$ cat src/rtl/tt_sweep_checker_settle_ctr.sv
// Settle timer: cleared on load, counts while enabled, flags the last settle cycle.
module tt_settle_ctr #(
  parameter int SETTLE_CYCLES = 1
) (
  input  logic clk,
  input  logic rst_n,
  input  logic load,
  input  logic inc,
  output logic term
);

  localparam logic [7:0] LAST = 8'(SETTLE_CYCLES - 1);

  logic [7:0] cnt;

  // Count settle cycles since the current vector was applied.
  always_ff @(posedge clk or negedge rst_n) begin
    if (!rst_n)    cnt <= 8'd0;
    else if (load) cnt <= 8'd0;
    else if (inc)  cnt <= cnt + 8'd1;
  end

  // High during the final settle cycle, so SETTLE lasts exactly SETTLE_CYCLES.
  assign term = (cnt == LAST);

endmodule

$ cat config.mk
export PLATFORM = sky130hd
export DESIGN_NAME = tt_settle_ctr
export DESIGN_NICKNAME = d
export VERILOG_FILES = /design/src/rtl/tt_sweep_checker_settle_ctr.sv
export SDC_FILE = /design/constraint.sdc
export NUM_CORES = 1
export LEC_CHECK = 0
export BUFFER_PORTS_ARGS = -buffer_cell sky130_fd_sc_hd__buf_4
export CAP_MARGIN = 25
export CORE_AREA = 2 2 39 41
export CTS_CLUSTER_SIZE = 10
export DETAILED_ROUTE_END_ITERATION = 8
export DIE_AREA = 0 0 41 43
export GPL_TIMING_DRIVEN = 0
export PLACE_DENSITY = 0.59
export SETUP_SLACK_MARGIN = 0.1
export SKIP_CTS_REPAIR_TIMING = 1
export SYNTH_ARGS = -nofsm -noshare
export SYNTH_HDL_FRONTEND = slang
export SYNTH_SLANG_ARGS = --single-unit
export TNS_END_PERCENT = 50
$ cat constraint.sdc
create_clock -name clk -period 2.85 [get_ports clk]
set_clock_uncertainty 0.05 [all_clocks]
set_input_delay 0.57 -clock clk [delete_from_list [all_inputs] [get_ports clk]]
set_output_delay 0.57 -clock clk [all_outputs]
set_load 0.1 [all_outputs]
==> impl_summary.md, run 1 <==
Floorplan
The initial core utilization is 29.75%. The total area inside the core boundary comes to 1384 sq um. The width of the die is 41 um. The die is 43 um tall. 5 I/O pins were placed. The floorplan step defined a die boundary enclosing 1763 sq um. The floorplan has 14 rows.

Drt
Across all layers, the routed design uses 314 vias. The number of detailed-route iterations in the first pass is 4. In the routed layout, each cell is associated on average with a via count of 5.065.

The remaining antenna violation count after routing is 0. The final routed wire length divided by cell count is 11.98 um. After the first detailed-routing iteration, the DRC count stood at 5. For this run, design rule violations remaining after detail routing come to 0. The total length of routed wires is 743 um.

Job
The max-capacitance violation count is 0.

Yosys
The average instance in the mapped netlist occupies 10.04 sq um. The gate count after technology mapping is 41. The number of nets in the synthesized netlist is 47. The post-synthesis cell type count is 17.

After synthesis, flip-flops and latches occupy 48.63% of the total area. After synthesis the cells add up to 411.6 sq um. Yosys printed 0 warnings. The number of storage elements in the synthesis netlist is 8.

Place
The placed instances occupy a cell area of 461.7 sq um. The number of I/O port buffers is 2. The placed wire-length estimate after detailed placement is 569.5 um. The weighted congestion reported at the end of routability-driven placement is 0.6682.

Setup path
The largest individual stage delay along the critical path comes from the cell sky130_fd_sc_hd__or4b_1. The gate family responsible for the most delay along the worst path is simple AND/OR/NAND/NOR gates. Along the worst path, the maximum fanout reaches 5. The worst setup path is of the reg -> out kind. The signal on the critical path passes through inv_1, ha_1, or4b_1, nor4_4, buf_4.

The setup slack of the worst register-to-register path is 1490 ps. The required arrival time at the worst endpoint is 2230 ps. The worst setup path is launched from a flop. Data arrives at the worst endpoint at 1860 ps.

The longest individual stage delay on the worst path is 480 ps. Counting both buffers and inverters, the worst setup path holds a total of 2. The worst setup path is captured at an output port.

CTS
In this run the deepest clock path goes through 2 buffers. Clock-pin slew was measured on the worst setup and hold paths at 60 ps. The CTS tree is done.

The cell at the root of the clock tree is sky130_fd_sc_hd__clkbuf_4. CTS built an H-tree with a depth of 1. The tree built by TritonCTS fans out to 8 sinks. Clock latency on the worst-skew pair, taken at its later pin, is 260 ps. The clock buffer count from CTS is 3.

GRT
The via count of the first global-routing pass is 310. The first global-routing pass estimated 1317 um of wire. After global routing the overflow that remains totals 0. The number of antenna violations at the first check in global routing is 0. Entering global routing, the biggest net connects 9 pins.

Across every metal layer, demand over resource in global routing totals 11.05%.

Finish
In the final layout, the registers with the most flip-flops are cnt (8). The layout overhead on the synthesized area is 17.63%. The flip-flop count of the largest register, all copies and words added is 8. For this run, the post-layout net count is 54. The finished cells cover 484.2 sq um. Ranked by flip-flop count, first place goes to cnt. The utilization of the core after routing is 34.99%.

The repair_antennas step left the layout with diodes totalling 0. The fraction of layout cells with a size suffix above 1 is 17.39%.

STA
Of the available clock period, the critical path in the final layout requires 87.14%. The normalized max-slew margin is 76.38%. The final-report setup violation count is 0. Setup repair after global routing left no endpoint under its margin. The number of max-slew violations in the final report is 0. The final hold violation count is 0. The highest clock rate is 402.6 MHz. For the pin with the worst max-slew slack, the measured transition is 354.4 ps. The post-layout minimum cycle time is 2484 ps.

The total negative slack is 0 ps.

Outcome
The run finished with clean final reports.

Power and ir drop
Summed over all cells, the static leakage comes to 0.2157 nW. Across the VDD grid, the largest voltage drop is 0.1660 mV. Dividing total power by cell area gives a power density of 523.0 nW/um^2.

Worst hold path
The worst hold-check path type is in -> async.
final timing paths:
check                      startpoint  endpoint  depth (start not counted)
min reg2reg                    cnt[7]    cnt[7]                          2
max reg2reg                    cnt[0]    cnt[6]                          4
min in group clk               cnt[7]    cnt[7]                          2
max in group asynchronous       rst_n    cnt[6]                          1
max                            cnt[0]      term                          5
min                             rst_n    cnt[4]                          1
where the power goes:
part	switching [mW]	internal, mW	total (mW)
combinational	0.0306	0.0139	0.0445
clock	0.0392	0.0482	0.0874
sequential	0.00475	0.117	0.121
total	0.0745	0.179	0.253
worst register-to-register path: cells and delay by family, from the launching register on:
family / cells / cell delay (ps)
flops: 1 / 440
fa+ha+maj: 1 / 200
simple gates: 2 / 450
compound gates: 1 / 150
synthesized netlist by cell type, drive strengths merged:
library cell / count / area (sq um)
a21oi: 3 / 15.01
buf: 2 / 11.26
dfrtp: 8 / 200.2
ha: 2 / 25.02
inv: 2 / 7.510
mux2i: 1 / 10.01
nand2: 2 / 7.510
nand4: 4 / 31.28
nor2: 5 / 18.77
nor4: 1 / 6.260
o21ai: 3 / 15.01
or3: 3 / 18.77
or4b: 1 / 10.01
xnor2: 1 / 8.760
xor2: 3 / 26.28
placed cells by master, fill, tap and decap left out:
cell type,n
sky130_fd_sc_hd__buf_1,1
sky130_fd_sc_hd__dfrtp_1,8
sky130_fd_sc_hd__mux2i_1,1
sky130_fd_sc_hd__nand4_2,1
sky130_fd_sc_hd__o21ai_0,3
sky130_fd_sc_hd__or3_1,3
sky130_fd_sc_hd__a21oi_1,3
sky130_fd_sc_hd__or4b_1,1
sky130_fd_sc_hd__xnor2_1,1
sky130_fd_sc_hd__xor2_1,3
sky130_fd_sc_hd__clkbuf_4,3
sky130_fd_sc_hd__nand4_1,3
sky130_fd_sc_hd__nand2_1,2
sky130_fd_sc_hd__nor4_4,1
sky130_fd_sc_hd__inv_1,2
sky130_fd_sc_hd__nor2_1,5
sky130_fd_sc_hd__ha_1,2
sky130_fd_sc_hd__buf_4,3
kinds of logic (layout without fill, tap and decap cells):
group / after synthesis / in the layout / share of synthesized area (%)
flip-flops: 8 / 8 / 48.63
adder cells (fa/ha/maj): 2 / 2 / 6.078
buffers and inverters: 4 / 9 / 4.560
AND/OR/NAND/NOR: 16 / 16 / 22.50
XOR/XNOR: 4 / 4 / 8.512
AO/OA/AOI/OAI: 6 / 6 / 7.293
multiplexers: 1 / 1 / 2.432
per-stage QoR:
step           power [mW]  setup slack [ps]  cells  hold WS [ps]
6_report           0.2532             366.4     62         73.86
3_3_place_gp       0.1674             645.7     59         344.7
3_5_place_dp       0.1684             627.2     59         350.2
4_1_cts            0.2564             353.2     62         75.52
2_1_floorplan      0.1575             165.4     41         224.4
5_1_grt            0.2624             298.2     62         79.17
per-layer routing:
metal	global-route usage [%]	routed length, um	vias to the layer above
met4	6.000	13	0
li1	-	-	154
met3	3.141	30	2
met1	15.95	378	150
met5	0	0	-
met2	14.37	321	8
layout make-up:
class | instances | area, sq um
timing repair buffer | 2 | 15.01
clock buffer | 3 | 22.52
buffer | 2 | 11.26
fill | 145 | 899.6
sequential | 8 | 200.2
inverter | 2 | 7.507
multi-input combinational | 29 | 207.7
tap | 16 | 20.02
Power figures use the tool's default switching activity.
==> inputs of run 2 (changes only) <==
PLACE_DENSITY = not set   (was 0.59)
==> impl_summary.md, run 2 (synthesized netlist as in run 1, its figures left out) <==
Floorplan
The vertical die dimension is 43 um. The number of standard-cell rows in the floorplan is 14. The die covers 1763 sq um. The initial utilization of the core area, before any placement, comes to 29.75%. The region available for standard cell placement spans 1384 sq um. The count of boundary I/O pins is 5. The width of the die is 41 um.

Power and ir drop
The switching part of the total power is 28.12%. The clock network is responsible for 33.1% of the overall power. Of the total power, registers draw 49.1%.

In this run, the combinational gates consume 17.8% of the power. The post-route total power is 0.2482 mW. Power spread over the standard cell area amounts to 512.5 nW/um^2. The peak supply drop is 0.2179 mV. The static leakage is 0.2157 nW. The net switching component of the power is 0.06978 mW. Internal power comes to 0.1784 mW.

CTS
The cell at the root of the clock tree is sky130_fd_sc_hd__clkbuf_4. The clock latency on the worst-skew pair is 240 ps. The number of buffers on the longest clock path is 2. In this run the number of H-tree levels came out at 1.

The tree built by TritonCTS fans out to 8 sinks. Clock tree synthesis inserted a total of 3 buffers. The CTS tree is done. Clock-pin slew was measured on the worst setup and hold paths at 50 ps.

Finish
Ranked by flip-flop count, first place goes to cnt. The final non-filler cell total is 62. The register with the most flip-flops in the layout has 8 of them. In the final layout, the registers with the most flip-flops are cnt (8).

The library cells used most frequently in the layout, excluding fill and tap cells, are sky130_fd_sc_hd__dfrtp_1, sky130_fd_sc_hd__nor2_1. The fraction of layout cells with a size suffix above 1 is 17.39%. The area of combinational cells with multiple inputs is 207.7 sq um. The layout overhead on the synthesized area is 17.63%. Cells fill 34.99% of the core in the end.

After filler insertion, the fill cell instance count of the layout stands at 145. The register area is 200.2 sq um. The net total in the final layout is 54. The final antenna diode count is 0. Leaving out fill and tap cells, the most frequent cell in the layout is sky130_fd_sc_hd__dfrtp_1.

STA
The final-report setup violation count is 0. For the final routed database, the setup TNS stands at 0 ps. The number of max-slew violations in the final report was 0. The final hold violation count was 0. Setup repair after global routing left no endpoint under its margin. For the finished layout, the period the worst path requires is 2473 ps. The final critical-path share of the clock period is 86.77%. Timing would allow up to 404.4 MHz. The actual slew at the worst max-slew pin is 351.1 ps. The normalized max-slew margin is 76.59%.

GRT
The wire length of the first global-routing pass is 1352 um. The via count of the first global-routing pass came to 324. The number of antenna violations at the first check in global routing is 0. After global routing the overflow that remains totals 0.

The pin count of the biggest net entering global routing is 9. Global routing used 11.88% of the available tracks.

Job
The max-capacitance violation count is 0.

Setup path
The longest individual stage delay on the worst path is 480 ps. The startpoint class of the critical path is a flop. The kind of critical path is reg -> out. Counting both buffers and inverters, the worst setup path holds a total of 2. STA classifies the critical path endpoint as an output port. The critical path's slowest cell is sky130_fd_sc_hd__or4b_1. At the worst endpoint, the required time is 2230 ps. The worst endpoint data arrival time is 1850 ps. Walking the worst path, the cells encountered are inv_1, ha_1, or4b_1, nor4_4, buf_4. In this design, the largest share of critical-path delay is due to simple AND/OR/NAND/NOR gates. Of all nets on the critical path, the largest fanout is 5.

Place
The wire-length estimate of the detail-placed layout is 555 um. The cell total after placement is 59. The number of I/O port buffers is 2. The weighted congestion reported at the end of routability-driven placement is 0.6651.

Drt
The total length of routed wires is 732 um. In this run the remaining antenna-violating nets after routing total 0. The via density per instance is 5.113. For this block, the via count after detailed routing is 317. The first detailed-routing pass ran for 4 iterations.

In the final routed layout, each cell accounts on average for 11.81 um. After detailed routing, the number of remaining DRC violations is 0. The iteration-0 DRC count of the detailed router is 5.

Outcome
The flow ran to the end, and the final reports show no timing, DRC or antenna violations.

Worst hold path
The worst hold-check path type is in -> async.
[run 2: layout make-up]
type | instances | share of cell area [%]
inverter | 2 | 1.550
timing repair buffer | 2 | 3.101
tap | 16 | 4.134
sequential | 8 | 41.34
multi-input combinational | 29 | 42.89
clock buffer | 3 | 4.651
buffer | 2 | 2.326
[run 2: routing by layer]
| metal | part of all wire [%] | global-route usage, % | up-vias |
|---|---|---|---|
| li1 | - | - | 156 |
| met1 | 45 | 14.33 | 151 |
| met2 | 49 | 16.56 | 8 |
| met3 | 4.1 | 4.712 | 2 |
| met4 | 1.9 | 8.000 | 0 |
| met5 | 0 | 0 | - |
[run 2: path summary, 6_finish.rpt]
check | startpoint | to | slack (ps) | depth (start not counted)
min in group clk | cnt[7] | cnt[7] | 510 | 2
worst max-delay path | cnt[0] | term | 380 | 5
worst min register to register | cnt[7] | cnt[7] | 510 | 2
worst max register to register | cnt[0] | cnt[6] | 1480 | 4
worst min-delay path | rst_n | cnt[4] | 80 | 1
max in group asynchronous | rst_n | cnt[6] | 2530 | 1
[run 2: power groups by stage]
stage	combinational (mW)	clock (mW)	sequential [mW]
2_1_floorplan	0.0351	0	0.122
5_1_grt	0.0486	0.0933	0.122
6_report	0.0443	0.0821	0.122
4_1_cts	0.0450	0.0882	0.122
3_5_place_dp	0.0450	0	0.124
3_3_place_gp	0.0442	0	0.123
[run 2: stage by stage]
| step | area [sq um] | setup slack [ps] | hold slack, ps |
|---|---|---|---|
| 4_1_cts | 484.2 | 346.2 | 80.73 |
| 3_5_place_dp | 461.7 | 618.8 | 347.4 |
| 6_report | 484.2 | 377.1 | 84.91 |
| 5_1_grt | 484.2 | 293.1 | 72.13 |
| 3_3_place_gp | 461.7 | 647.0 | 344.4 |
| 2_1_floorplan | 426.7 | 165.4 | 224.4 |
==> inputs of run 3 (changes only) <==
--- a/config.mk
+++ b/config.mk
@@ -7,2 +7,3 @@
 export LEC_CHECK = 0
+export ABC_AREA = 1
 export BUFFER_PORTS_ARGS = -buffer_cell sky130_fd_sc_hd__buf_4
==> constraint.sdc (replaced) <==
create_clock -name clk -period 2.85 [get_ports clk]
set_clock_uncertainty 0.05 [all_clocks]
set_input_delay 0.1425 -clock clk [delete_from_list [all_inputs] [get_ports clk]]
set_output_delay 0.1425 -clock clk [all_outputs]
set_load 0.1 [all_outputs]
==> impl_summary.md, run 3 <==
Outcome
The flow ran to the end, and the final reports show no timing, DRC or antenna violations.

Yosys
The share of synthesized cell area in full adder, half adder and majority cells is 5.348%. Among all flip-flop cells after synthesis, the most frequent one is sky130_fd_sc_hd__dfrtp_1. The xor and xnor area share after synthesis is 0%. In the synthesized netlist, the cells that appear most often are sky130_fd_sc_hd__inv_1, sky130_fd_sc_hd__nand2_1, sky130_fd_sc_hd__dfrtp_1. Averaged over all synthesized cells, the footprint is 7.548 sq um. The number of nets in the synthesized netlist is 68. The cell count after synthesis came out at 62.

The post-synthesis cell type count is 14. The share of flip-flops with an asynchronous set or reset is 100.0%. Synthesis inferred 8 register bits.

By area, the combinational part of the netlist is dominated by simple AND/OR/NAND/NOR gates. The largest total area in the synthesized netlist belongs to sky130_fd_sc_hd__dfrtp_1. The post-synth design cell area is 467.9 sq um.

The number of warnings printed during yosys synthesis is 0. The area share of the largest cell type after synthesis is 42.78%. Ranked by total cell area, the synthesized netlist is headed by sky130_fd_sc_hd__dfrtp_1, sky130_fd_sc_hd__inv_1, sky130_fd_sc_hd__nand2_1. The fraction of the mapped netlist area in compound gates is 6.417%. The number of enable-type register cells in the synthesized netlist is 0.

Multiplexer cells account for 0% of the synthesized area. The share of synthesized cell area in and, or, nand and nor gates is 35.03%. The sequential cell area fraction in the yosys report is 42.78%.

Finish
The layout overhead on the synthesized area is 18.98%. The largest registers in the layout are cnt (8). The final antenna diode count is 0. The area of combinational cells with multiple inputs is 225.2 sq um. The filler cells instantiated in the layout total 160. After routing the design area is 556.8 sq um. The flip-flop count of the largest register, all copies and words added is 8. The net total in the final layout is 78. The register area is 200.2 sq um.

In the final layout, the share of cells above drive strength 1 is 18.57%. The library cells used most frequently in the layout, excluding fill and tap cells, are sky130_fd_sc_hd__inv_1, sky130_fd_sc_hd__nand2_1, sky130_fd_sc_hd__dfrtp_1. The top register by number of flip-flops is cnt.

STA
In the finished design, the share of the clock period the worst path needs comes to 58.37%. For the pin with the worst max-slew slack, the measured transition is 278.5 ps. The final worst hold slack is 13.74 ps. Setup repair after global routing left no endpoint under its margin.

The number of max-slew violations in the final report is 0. The final-report setup violation count is 0. The total negative slack is 0 ps.

The final hold violation count is 0. The normalized max-slew margin is 81.59%. Derived from the worst setup path, the maximum achievable clock frequency is 601.1 MHz. The post-layout minimum cycle time is 1664 ps.

Setup path
The setup path with the least slack is of type reg -> out. The slowest stage of the critical path belongs to the cell sky130_fd_sc_hd__dfrtp_1. STA classifies the critical path endpoint as an output port. STA classifies the critical path startpoint as a flop. The signal on the critical path passes through inv_1, ha_1, nand4_1, nor4_2, buf_4.

Data arrives at the worst endpoint at 1470 ps. The critical-path maximum fanout is 3. The required arrival time at the worst endpoint is 2660 ps.

The longest individual stage delay on the worst path is 390 ps.

Floorplan
In this run the vertical extent of the chip is 43 um. The overall die area is 1763 sq um. The width of the die is 41 um. The number of standard-cell rows in the floorplan is 14. The core region area is 1384 sq um. The count of boundary I/O pins is 5.

For this configuration, the core starts out at a cell density of 33.82%.

Drt
In the routed design, unresolved DRC markers number 0. After detailed routing, the total wire length is 867 um. The via density per instance is 4.814.

The number of vias after detailed routing is 414. After detailed routing, the average wire length per cell comes to 10.08 um. The pre-antenna-repair detailed-routing pass consisted of 3 iterations. The count of nets left with antenna violations once routing finished came out at 0. The iteration-0 DRC count of the detailed router is 6.

Power and ir drop
Registers are responsible for 47.5% of the overall power. The static leakage is 0.2768 nW. Of the total power, the share spent switching nets is 28.91%. VDD sags by at most 0.1934 mV. The clock network power share is 35.7%. The combinational share of power is 16.8%. For this design the total switching power over the nets is 0.07173 mW.

The post-route total power is 0.2481 mW. The internal power contribution is 0.1764 mW. The ratio of total power to cell area is 445.6 nW/um^2.

GRT
The remaining global-route overflow is 0. The first global-routing pass estimated 1580 um of wire. In the global route stage, overall resource usage came out at 13.95%. Entering global routing, the biggest net connects 9 pins. The number of antenna violations at the first check in global routing came to 0. The via count of the first global-routing pass came to 387.

CTS
The post-CTS clock slew at the launch and capture registers of the worst setup and hold paths is 60 ps. At the later pin of the worst-skew pair, clock insertion delay measures 260 ps. CTS built an H-tree with a depth of 1.

The cell at the root of the clock tree is sky130_fd_sc_hd__clkbuf_4. The clock buffer count from CTS is 3. The clock drives 8 sinks. Counting along the longest clock path gives a buffer depth of 2. The CTS tree is done.

Place
The weighted congestion reported at the end of routability-driven placement is 0.6845. The number of I/O port buffers is 4. After detailed placement, the total cell area comes to 524.3 sq um. The placed wire-length estimate after detailed placement is 661.2 um.

Job
The tool flagged a number of max-cap violations equal to 0.

Worst hold path
The worst hold-check path type is in -> reg.
-- run 3: cell count changes after synthesis, sizes merged, moves of 2 or more --
| cell | previous run | this run |
|---|---|---|
| buf | 2 | 0 |
| inv | 2 | 13 |
| nand2 | 2 | 13 |
| nand3 | 0 | 5 |
| nor2 | 5 | 10 |
| or3 | 3 | 0 |
| xor2 | 3 | 0 |
-- run 3: final timing paths --
| path | slack [ps] | endpoint | cells after the start | from |
|---|---|---|---|---|
| max | 1190 | term | 5 | cnt[0] |
| min | 10 | cnt[4] | 2 | load |
| max reg2reg | 1730 | cnt[4] | 6 | cnt[0] |
| min reg2reg | 500 | cnt[7] | 3 | cnt[7] |
| max in group asynchronous | 2430 | cnt[1] | 2 | rst_n |
| min in group asynchronous | 190 | cnt[5] | 2 | rst_n |
-- run 3: logic make-up (layout without fill, tap and decap cells) --
family / Yosys count / after routing
adder cells (fa/ha/maj): 2 / 2
flip-flops: 8 / 8
AND/OR/NAND/NOR: 33 / 33
AO/OA/AOI/OAI: 6 / 6
buffers and inverters: 13 / 21
-- run 3: final cells by class --
type                       count  area share (%)
clock buffer                   3           4.045
inverter                      13           8.764
tap                           16           3.596
timing repair buffer           5           7.191
multi-input combinational     41           40.45
sequential                     8           35.96
-- run 3: routing by layer --
layer  wire length (um)  up-vias  track usage [%]
met5                  0        -                0
met1                404      189            16.78
met3                 26        4            3.141
met4                 34        0            14.00
li1                   -      214                -
met2                401        7            18.75
-- run 3: worst max-delay path, delay by kind of cell (launching register included) --
kind | cells | cell delay, ps
buffers and inverters | 2 | 430
DFF | 1 | 390
and+or+nand+nor | 2 | 240
adders and majority gates | 1 | 150
-- run 3: power by group through the flow --
stage          Sequential [mW]  Clock [mW]  Combinational [mW]
6_report                 0.118      0.0886              0.0416
5_1_grt                  0.118      0.0983              0.0460
4_1_cts                  0.118      0.0920              0.0411
3_5_place_dp             0.120           0              0.0411
3_3_place_gp             0.120           0              0.0406
2_1_floorplan            0.120           0              0.0281
-- run 3: metrics by stage --
stage,utilization [%],worst slack [ps],cells
floorplan,-,326.1,62
global placement,37.88,1452,82
detailed placement,37.88,1453,82
CTS,39.51,1172,85
global route,40.24,1033,86
finish,40.24,1186,86
